File: src/rtl/tlb_nway.sv
// tlb_nway: N-way set-associative TLB between the load/store/fetch path and
// the page table walker. 4 KiB pages, 32-bit addresses, true-LRU replacement
// with invalid-way preference, flush channel, and execute permission.
// Optional ASID tagging is enabled with the TLB_ASID_EN macro; without it the
// ASID inputs are ignored, matching is VPN-only and every flush clears all.
//
// Handshake rule for every channel (req, resp, flush, ptw_req, ptw_resp):
// a transfer happens on a rising edge where valid and ready are both high;
// the producer holds valid and payload stable until that edge, and valid
// never depends combinationally on ready.
module tlb_nway #(
  parameter int NUM_SETS = 16,
  parameter int NUM_WAYS = 4,
  parameter int ASID_W   = 9
) (
  input  logic              clk,
  input  logic              rst,
  input  logic              req_valid_i,
  output logic              req_ready_o,
  input  logic [31:0]       vaddr_i,
  input  logic [1:0]        access_type_i,
  input  logic [ASID_W-1:0] asid_i,
  output logic              resp_valid_o,
  input  logic              resp_ready_i,
  output logic [31:0]       paddr_o,
  output logic              hit_o,
  output logic              fault_o,
  input  logic              flush_valid_i,
  input  logic              flush_all_i,
  input  logic [ASID_W-1:0] flush_asid_i,
  output logic              flush_ready_o,
  output logic              ptw_req_valid_o,
  input  logic              ptw_req_ready_i,
  output logic [31:0]       ptw_vaddr_o,
  input  logic              ptw_resp_valid_i,
  output logic              ptw_resp_ready_o,
  input  logic [31:0]       ptw_pte_i,
  input  logic              ptw_fault_i,
  output logic [2:0]        dbg_state_o
);

  localparam int IDX_W = (NUM_SETS > 1) ? $clog2(NUM_SETS) : 0;
  localparam int IW    = (IDX_W > 0) ? IDX_W : 1;
  localparam int AGE_W = $clog2(NUM_WAYS);
  localparam logic [AGE_W-1:0] AGE_MAX = AGE_W'(NUM_WAYS - 1);

  typedef enum logic [2:0] {
    S_IDLE, S_LOOKUP, S_PTW_REQ, S_PTW_WAIT, S_FILL, S_RESP
  } state_t;

  // Permission check: R for read, W for write, X for execute, type 11 faults.
  function automatic logic perm_fault(input logic [1:0] ty, input logic [2:0] xwr);
    case (ty)
      2'b00:   return !xwr[0];
      2'b01:   return !xwr[1];
      2'b10:   return !xwr[2];
      default: return 1'b1;
    endcase
  endfunction

  // Entry storage
  logic             ent_valid [NUM_SETS][NUM_WAYS];
  logic [19:0]      ent_vpn   [NUM_SETS][NUM_WAYS];
  logic [19:0]      ent_ppn   [NUM_SETS][NUM_WAYS];
  logic [2:0]       ent_perm  [NUM_SETS][NUM_WAYS];
  logic [AGE_W-1:0] ent_age   [NUM_SETS][NUM_WAYS];
`ifdef TLB_ASID_EN
  logic              ent_g    [NUM_SETS][NUM_WAYS];
  logic [ASID_W-1:0] ent_asid [NUM_SETS][NUM_WAYS];
  logic [ASID_W-1:0] req_asid;
`else
  logic unused_asid;
  assign unused_asid = ^{asid_i, flush_asid_i, ptw_pte_i[3]};
`endif
  logic unused_pte;
  assign unused_pte = ^ptw_pte_i[11:4];

  // Captured request and walk result
  logic [19:0] req_vpn;
  logic [11:0] req_off;
  logic [1:0]  req_type;
  logic [19:0] pte_ppn;
  logic [2:0]  pte_perm;
  logic        pte_g;
  logic        pte_fault;
  logic [IW-1:0] req_set;

  generate
    if (NUM_SETS > 1) begin : g_idx
      assign req_set = req_vpn[IW-1:0];
    end else begin : g_noidx
      assign req_set = '0;
    end
  endgenerate

  // FSM and registered outputs
  state_t      state_q, state_d;
  logic        rdy_q, rdy_d;
  logic        resp_valid_d, hit_d, fault_d, ptw_req_valid_d, ptw_resp_ready_d;
  logic [31:0] paddr_d, ptw_vaddr_d;

  logic req_fire, flush_fire, ptw_resp_fire;
  assign req_ready_o   = rdy_q && !flush_valid_i;
  assign flush_ready_o = rdy_q;
  assign req_fire      = req_valid_i && req_ready_o;
  assign flush_fire    = flush_valid_i && rdy_q;
  assign ptw_resp_fire = ptw_resp_valid_i && ptw_resp_ready_o;
  assign dbg_state_o   = state_q;

  // Lookup and victim selection on the captured request's set
  logic [NUM_WAYS-1:0] lk_match;
  logic                lk_hit;
  logic [AGE_W-1:0]    lk_way, lk_age, vic_way;
  logic [19:0]         lk_ppn;
  logic [2:0]          lk_perm;
  logic                have_inv;

  // Tag compare, hit way select and victim choice
  always_comb begin
    lk_match = '0;
    lk_hit   = 1'b0;
    lk_way   = '0;
    have_inv = 1'b0;
    vic_way  = '0;
    for (int w = 0; w < NUM_WAYS; w++) begin
      lk_match[w] = ent_valid[req_set][w] && (ent_vpn[req_set][w] == req_vpn);
`ifdef TLB_ASID_EN
      lk_match[w] = lk_match[w] && (ent_g[req_set][w] || ent_asid[req_set][w] == req_asid);
`endif
      if (lk_match[w]) begin
        lk_hit = 1'b1;
        lk_way = AGE_W'(w);
      end
    end
    for (int w = NUM_WAYS - 1; w >= 0; w--) begin
      if (ent_age[req_set][w] == AGE_MAX) vic_way = AGE_W'(w);
    end
    for (int w = NUM_WAYS - 1; w >= 0; w--) begin
      if (!ent_valid[req_set][w]) begin
        have_inv = 1'b1;
        vic_way  = AGE_W'(w);
      end
    end
    lk_age  = ent_age[req_set][lk_way];
    lk_ppn  = ent_ppn[req_set][lk_way];
    lk_perm = ent_perm[req_set][lk_way];
  end

  logic             lru_upd, install;
  logic [AGE_W-1:0] upd_way, upd_old;
  logic             lk_fault, fill_fault;
  assign lk_fault   = perm_fault(req_type, lk_perm);
  assign fill_fault = perm_fault(req_type, pte_perm);

  // Next state, next registered outputs and table update strobes
  always_comb begin
    state_d          = state_q;
    rdy_d            = rdy_q;
    resp_valid_d     = resp_valid_o;
    hit_d            = hit_o;
    fault_d          = fault_o;
    paddr_d          = paddr_o;
    ptw_req_valid_d  = ptw_req_valid_o;
    ptw_vaddr_d      = ptw_vaddr_o;
    ptw_resp_ready_d = ptw_resp_ready_o;
    lru_upd          = 1'b0;
    install          = 1'b0;
    upd_way          = lk_way;
    upd_old          = lk_age;
    case (state_q)
      S_IDLE: begin
        if (req_fire) begin
          rdy_d   = 1'b0;
          state_d = S_LOOKUP;
        end
      end
      S_LOOKUP: begin
        if (lk_hit) begin
          lru_upd      = 1'b1;
          resp_valid_d = 1'b1;
          hit_d        = 1'b1;
          fault_d      = lk_fault;
          paddr_d      = lk_fault ? 32'h0 : {lk_ppn, req_off};
          state_d      = S_RESP;
        end else begin
          ptw_req_valid_d = 1'b1;
          ptw_vaddr_d     = {req_vpn, 12'h000};
          state_d         = S_PTW_REQ;
        end
      end
      S_PTW_REQ: begin
        if (ptw_req_ready_i) begin
          ptw_req_valid_d  = 1'b0;
          ptw_resp_ready_d = 1'b1;
          state_d          = S_PTW_WAIT;
        end
      end
      S_PTW_WAIT: begin
        if (ptw_resp_valid_i) begin
          ptw_resp_ready_d = 1'b0;
          state_d          = S_FILL;
        end
      end
      S_FILL: begin
        resp_valid_d = 1'b1;
        hit_d        = 1'b0;
        if (pte_fault) begin
          fault_d = 1'b1;
          paddr_d = 32'h0;
        end else begin
          install = 1'b1;
          lru_upd = 1'b1;
          upd_way = vic_way;
          upd_old = AGE_MAX;
          fault_d = fill_fault;
          paddr_d = fill_fault ? 32'h0 : {pte_ppn, req_off};
        end
        state_d = S_RESP;
      end
      S_RESP: begin
        if (resp_ready_i) begin
          resp_valid_d = 1'b0;
          rdy_d        = 1'b1;
          state_d      = S_IDLE;
        end
      end
      default: state_d = S_IDLE;
    endcase
  end

  // State and output registers
  always_ff @(posedge clk) begin
    if (rst) begin
      state_q          <= S_IDLE;
      rdy_q            <= 1'b1;
      resp_valid_o     <= 1'b0;
      hit_o            <= 1'b0;
      fault_o          <= 1'b0;
      paddr_o          <= 32'h0;
      ptw_req_valid_o  <= 1'b0;
      ptw_vaddr_o      <= 32'h0;
      ptw_resp_ready_o <= 1'b0;
    end else begin
      state_q          <= state_d;
      rdy_q            <= rdy_d;
      resp_valid_o     <= resp_valid_d;
      hit_o            <= hit_d;
      fault_o          <= fault_d;
      paddr_o          <= paddr_d;
      ptw_req_valid_o  <= ptw_req_valid_d;
      ptw_vaddr_o      <= ptw_vaddr_d;
      ptw_resp_ready_o <= ptw_resp_ready_d;
    end
  end

  // Capture the accepted request and the walker result
  always_ff @(posedge clk) begin
    if (req_fire) begin
      req_vpn  <= vaddr_i[31:12];
      req_off  <= vaddr_i[11:0];
      req_type <= access_type_i;
`ifdef TLB_ASID_EN
      req_asid <= asid_i;
`endif
    end
    if (ptw_resp_fire) begin
      pte_ppn   <= ptw_pte_i[31:12];
      pte_g     <= ptw_pte_i[3];
      pte_perm  <= ptw_pte_i[2:0];
      pte_fault <= ptw_fault_i;
    end
  end

  // Table maintenance: flush, LRU ages and fills
  always_ff @(posedge clk) begin
    if (rst) begin
      for (int s = 0; s < NUM_SETS; s++) begin
        for (int w = 0; w < NUM_WAYS; w++) begin
          ent_valid[s][w] <= 1'b0;
          ent_age[s][w]   <= AGE_W'(w);
        end
      end
    end else begin
      if (flush_fire) begin
        for (int s = 0; s < NUM_SETS; s++) begin
          for (int w = 0; w < NUM_WAYS; w++) begin
`ifdef TLB_ASID_EN
            if (flush_all_i || (ent_asid[s][w] == flush_asid_i && !ent_g[s][w]))
              ent_valid[s][w] <= 1'b0;
`else
            ent_valid[s][w] <= 1'b0;
`endif
          end
        end
      end
      if (lru_upd) begin
        for (int w = 0; w < NUM_WAYS; w++) begin
          if (AGE_W'(w) == upd_way)
            ent_age[req_set][w] <= '0;
          else if (ent_age[req_set][w] < upd_old)
            ent_age[req_set][w] <= ent_age[req_set][w] + 1'b1;
        end
      end
      if (install) begin
        ent_valid[req_set][vic_way] <= 1'b1;
        ent_vpn[req_set][vic_way]   <= req_vpn;
        ent_ppn[req_set][vic_way]   <= pte_ppn;
        ent_perm[req_set][vic_way]  <= pte_perm;
`ifdef TLB_ASID_EN
        ent_g[req_set][vic_way]     <= pte_g;
        ent_asid[req_set][vic_way]  <= req_asid;
`endif
      end
    end
  end

`ifndef TLB_ASID_EN
  logic unused_g;
  assign unused_g = pte_g ^ have_inv;
`else
  logic unused_inv;
  assign unused_inv = have_inv;
`endif

endmodule

File: config.mk
export PLATFORM = sky130hd
export DESIGN_NAME = tlb_nway
export DESIGN_NICKNAME = d
export VERILOG_FILES = /design/src/rtl/tlb_nway.sv
export SDC_FILE = /design/constraint.sdc
export NUM_CORES = 2
export LEC_CHECK = 0
export CAP_MARGIN = 20
export CORE_MARGIN = 10
export CORE_UTILIZATION = 50
export DETAILED_ROUTE_END_ITERATION = 8
export GPL_TIMING_DRIVEN = 0
export PLACE_DENSITY_LB_ADDON = 0.3
export SLEW_MARGIN = 30
export SYNTH_ARGS = -nofsm -noshare
export SYNTH_HDL_FRONTEND = slang
export SYNTH_SLANG_ARGS = --single-unit
File: constraint.sdc
create_clock -name clk -period 7.1 [get_ports clk]
set_input_delay 1.42 -clock clk [delete_from_list [all_inputs] [get_ports clk]]
set_output_delay 1.42 -clock clk [all_outputs]
set_load 0.02 [all_outputs]
==> flow_metrics.env <==
export IMPL_syn_avg_cell_area_sq_um=20.3
export IMPL_grt_pass1_vias=69400
export IMPL_die_w_microns=512
export IMPL_violations="design-rule violations, negative setup slack"
export IMPL_status="complete, but fails checks"
export IMPL_synthToLayoutAreaGrowth_pct=20.6
export IMPL_path_cells="buf_4 -> buf_4 -> buf_4 -> buf_2 -> mux4_2 -> mux2i_1 -> a21oi_1 -> o22ai_1 -> nand4b_1 -> or4b_1 -> buf_2 -> o211ai_1 -> a21oi_1 -> buf_4 -> nand2_1 -> a21oi_2 -> buf_4 -> o31ai_1"
export IMPL_initial_core_util_pct=50.3
export IMPL_vias=71700
export IMPL_period_minus_slack_ps=7290
export IMPL_overflow=0
export IMPL_reg2reg_slack_ps=-190
export IMPL_wl_per_cell_microns=41.2
export IMPL_core_sq_mm=0.241
export IMPL_grt_first_pass_wirelength_microns=575000
export IMPL_num_rows=180
export IMPL_crit_required_ps=7740
export IMPL_start_kind="flip-flop"
export IMPL_cts_sinks=3067
export IMPL_clock_tree_root_cell="clkbuf_16"
export IMPL_cts_buffers=315
export IMPL_fillCellCount=16100
export IMPL_crit_top_cell="buf_4"
export IMPL_h_tree_depth=5
export IMPL_fin_crit_sh_pct=103
export IMPL_ys_ff_latch=3067
export IMPL_synthesis_area_sq_mm=0.121
export IMPL_total_power_uw=40900
export IMPL_drtAntennaViolNets=0
export IMPL_hold_viol_final=0
export IMPL_clockBufferDepth=4
export IMPL_cap_violations=0
export IMPL_finalNetCount=6966
export IMPL_setup_ws_ps=-192
export IMPL_fin_worst_skew_ps=87.1
export IMPL_drc_errors=2
export IMPL_ys_seq_area_share_pct=75.0
export IMPL_async_flop_share_pct=0
export IMPL_hold_slack_ps=446
export IMPL_cp_arrival_ps=7930
export IMPL_tightest_slew_ps=1160
export IMPL_grt_antenna_before_repair=28
export IMPL_drive_gt1_share_pct=29.2
export IMPL_gp_congestion=0.977
export IMPL_slew_headroom_pct=22.7
export IMPL_drt_iter0_markers=14000
export IMPL_cpLargestDelayFamily="buffers and inverters"
export IMPL_dpl_hpwl_microns=286000
export IMPL_grt_start_max_net_pins=30
export IMPL_power_density_mw_per_mm2=280
export IMPL_die_area_sq_mm=0.262
export IMPL_clk_pin_slew_ps=80
export IMPL_synthCells=5961
export IMPL_synth_ff_type="edfxtp_1"
export IMPL_ir_drop_uv=224
export IMPL_path_buf_inv=7
export IMPL_portBuffers=126
export IMPL_clk_latency_ps=1000
export IMPL_crit_slowest_cell="or4b_1"
export IMPL_wl_microns=425000
export IMPL_min_path_type="reg2reg"
export IMPL_tritoncts="built"
export IMPL_io_pins=167
export IMPL_critPathMaxStageDelay_ps=900
export IMPL_dr_pass1_iters=9
export IMPL_synth_edff_count=2938
export IMPL_p_leak_uw=0.0477
export IMPL_setup_viol=343
export IMPL_slew_viol_final=0
export IMPL_grt_total_usage_pct=31.6
export IMPL_die_h_microns=512
export IMPL_yosys_warnings=0
export IMPL_critical_path_endpoint_type="flip-flop"
export IMPL_synth_distinct_cells=103
export IMPL_max_freq_mhz=137
export IMPL_routed_via_density=6.96
export IMPL_cp_max_fo=10
export IMPL_crit_type="reg2reg"
-- through the flow --
| step | utilization, % | setup WS, ps | setup TNS (ps) | cells | area [sq um] |
|---|---|---|---|---|---|
| after floorplan | - | 633 | 0 | 5972 | 121000 |
| after global placement | 52.5 | -5740 | - | 9283 | 126000 |
| after detailed placement | 56.2 | -1110 | -1473890 | 9662 | 135000 |
| after CTS | 60.5 | 44.6 | 0 | 10300 | 146000 |
| after global routing | 60.6 | -12.5 | -77.6 | 10300 | 146000 |
| final | 60.7 | -192 | -20000 | 10300 | 146000 |
-- cell usage in the layout (no fill, tap or decap), drive strengths merged, types with 26 or more instances in the layout --
cell type / instances
nand3: 61
clkinv: 106
clkbuf: 517
o21ai: 80
inv: 26
nand2: 287
buf: 709
a22oi: 59
a31oi: 31
o31ai: 30
clkdlybuf4s50: 126
a21o: 70
xnor2: 57
mux2i: 251
and3: 39
mux4: 729
mux2: 55
a21oi: 61
nor3: 28
dfxtp: 129
o22ai: 45
edfxtp: 2938
nand2b: 26
nor2: 315
-- where the power goes --
| group | switching (uW) | internal [uW] | leakage, uW |
|---|---|---|---|
| Sequential | 137 | 20000 | 0.0273 |
| Clock | 6920 | 9350 | 0.00481 |
| Combinational | 2870 | 1640 | 0.0155 |
| Total | 9930 | 31000 | 0.0477 |
-- logic make-up after synthesis --
group | count (synthesis) | synth area share, %
flip-flops | 3067 | 75.0
multiplexers | 1035 | 16.2
AND/OR/NAND/NOR | 871 | 3.30
AO/OA/AOI/OAI | 522 | 3.12
buffers and inverters | 385 | 1.81
XOR/XNOR | 76 | 0.550
adder cells (fa/ha/maj) | 4 | 0.0413
other | 1 | 0.00310
-- final cells by class --
class / count / area (sq um) / share of cell area, %
Antenna cell: 12 / 30.0 / 0.0206
Tap cell: 3185 / 3990 / 2.73
Buffer: 357 / 2200 / 1.51
Clock buffer: 412 / 8540 / 5.85
Inverter: 25 / 103 / 0.0703
Sequential cell: 3067 / 90800 / 62.2
Clock inverter: 135 / 1280 / 0.878
Multi-Input combinational cell: 2520 / 28700 / 19.6
Timing Repair Buffer: 583 / 10400 / 7.14
-- synthesized netlist by cell type, types with 34 or more instances --
master,instances,area (sq um)
nor2_1,315,1180
and3_1,39,244
buf_2,112,561
nand2_1,286,1070
mux4_2,729,16400
o22ai_1,44,275
clkbuf_1,101,379
edfxtp_1,2938,88200
o21ai_0,46,230
buf_6,35,394
buf_4,72,541
dfxtp_1,129,2580
a21oi_1,58,290
a22oi_1,59,443
mux2_2,54,608
a21o_1,70,526
mux2i_1,251,2510
buf_1,34,128
nand3_1,59,295
xnor2_1,57,499
-- metal layers --
metal,global-route usage (%),vias to the layer above,wire length [microns]
met3,12.3,1422,72900
met5,0.310,-,190
met2,45.3,7192,182000
li1,-,26400,-
met4,16.0,10,26800
met1,42.2,36700,142000
-- worst paths after layout --
path,startpoint,end,depth (start not counted)
hold / removal,ent_valid[10][0]$_DFF_P_,ent_valid[10][0]$_DFF_P_,1
hold reg to reg,ent_valid[10][0]$_DFF_P_,ent_valid[10][0]$_DFF_P_,1
setup / recovery,flip-flop,ent_age[10][7]$_SDFFCE_PN0P_,18
setup reg to reg,flip-flop,ent_age[10][7]$_SDFFCE_PN0P_,18
-- registers in the layout (all words and copies together), names as in the netlist, 2 cells and up, named ones only --
name         flops
pte_perm         3
paddr_o         32
pte_ppn         20
req_type         2
ent_age        128
dbg_state_o      3
ent_perm       192
ent_vpn       1280
req_off         12
ptw_vaddr_o     20
req_vpn         20
ent_valid       64
ent_ppn       1280
-- what timing repair did --
item / 4_1_cts / 5_1_grt
pin swaps: 28 / 7
resized for setup: 23 / 20
setup endpoints to repair: 2925 / 1170
hold buffers: 0 / 0
buffers inserted: 59 / 17
Note: power is estimated with default switching activity, not from simulation.
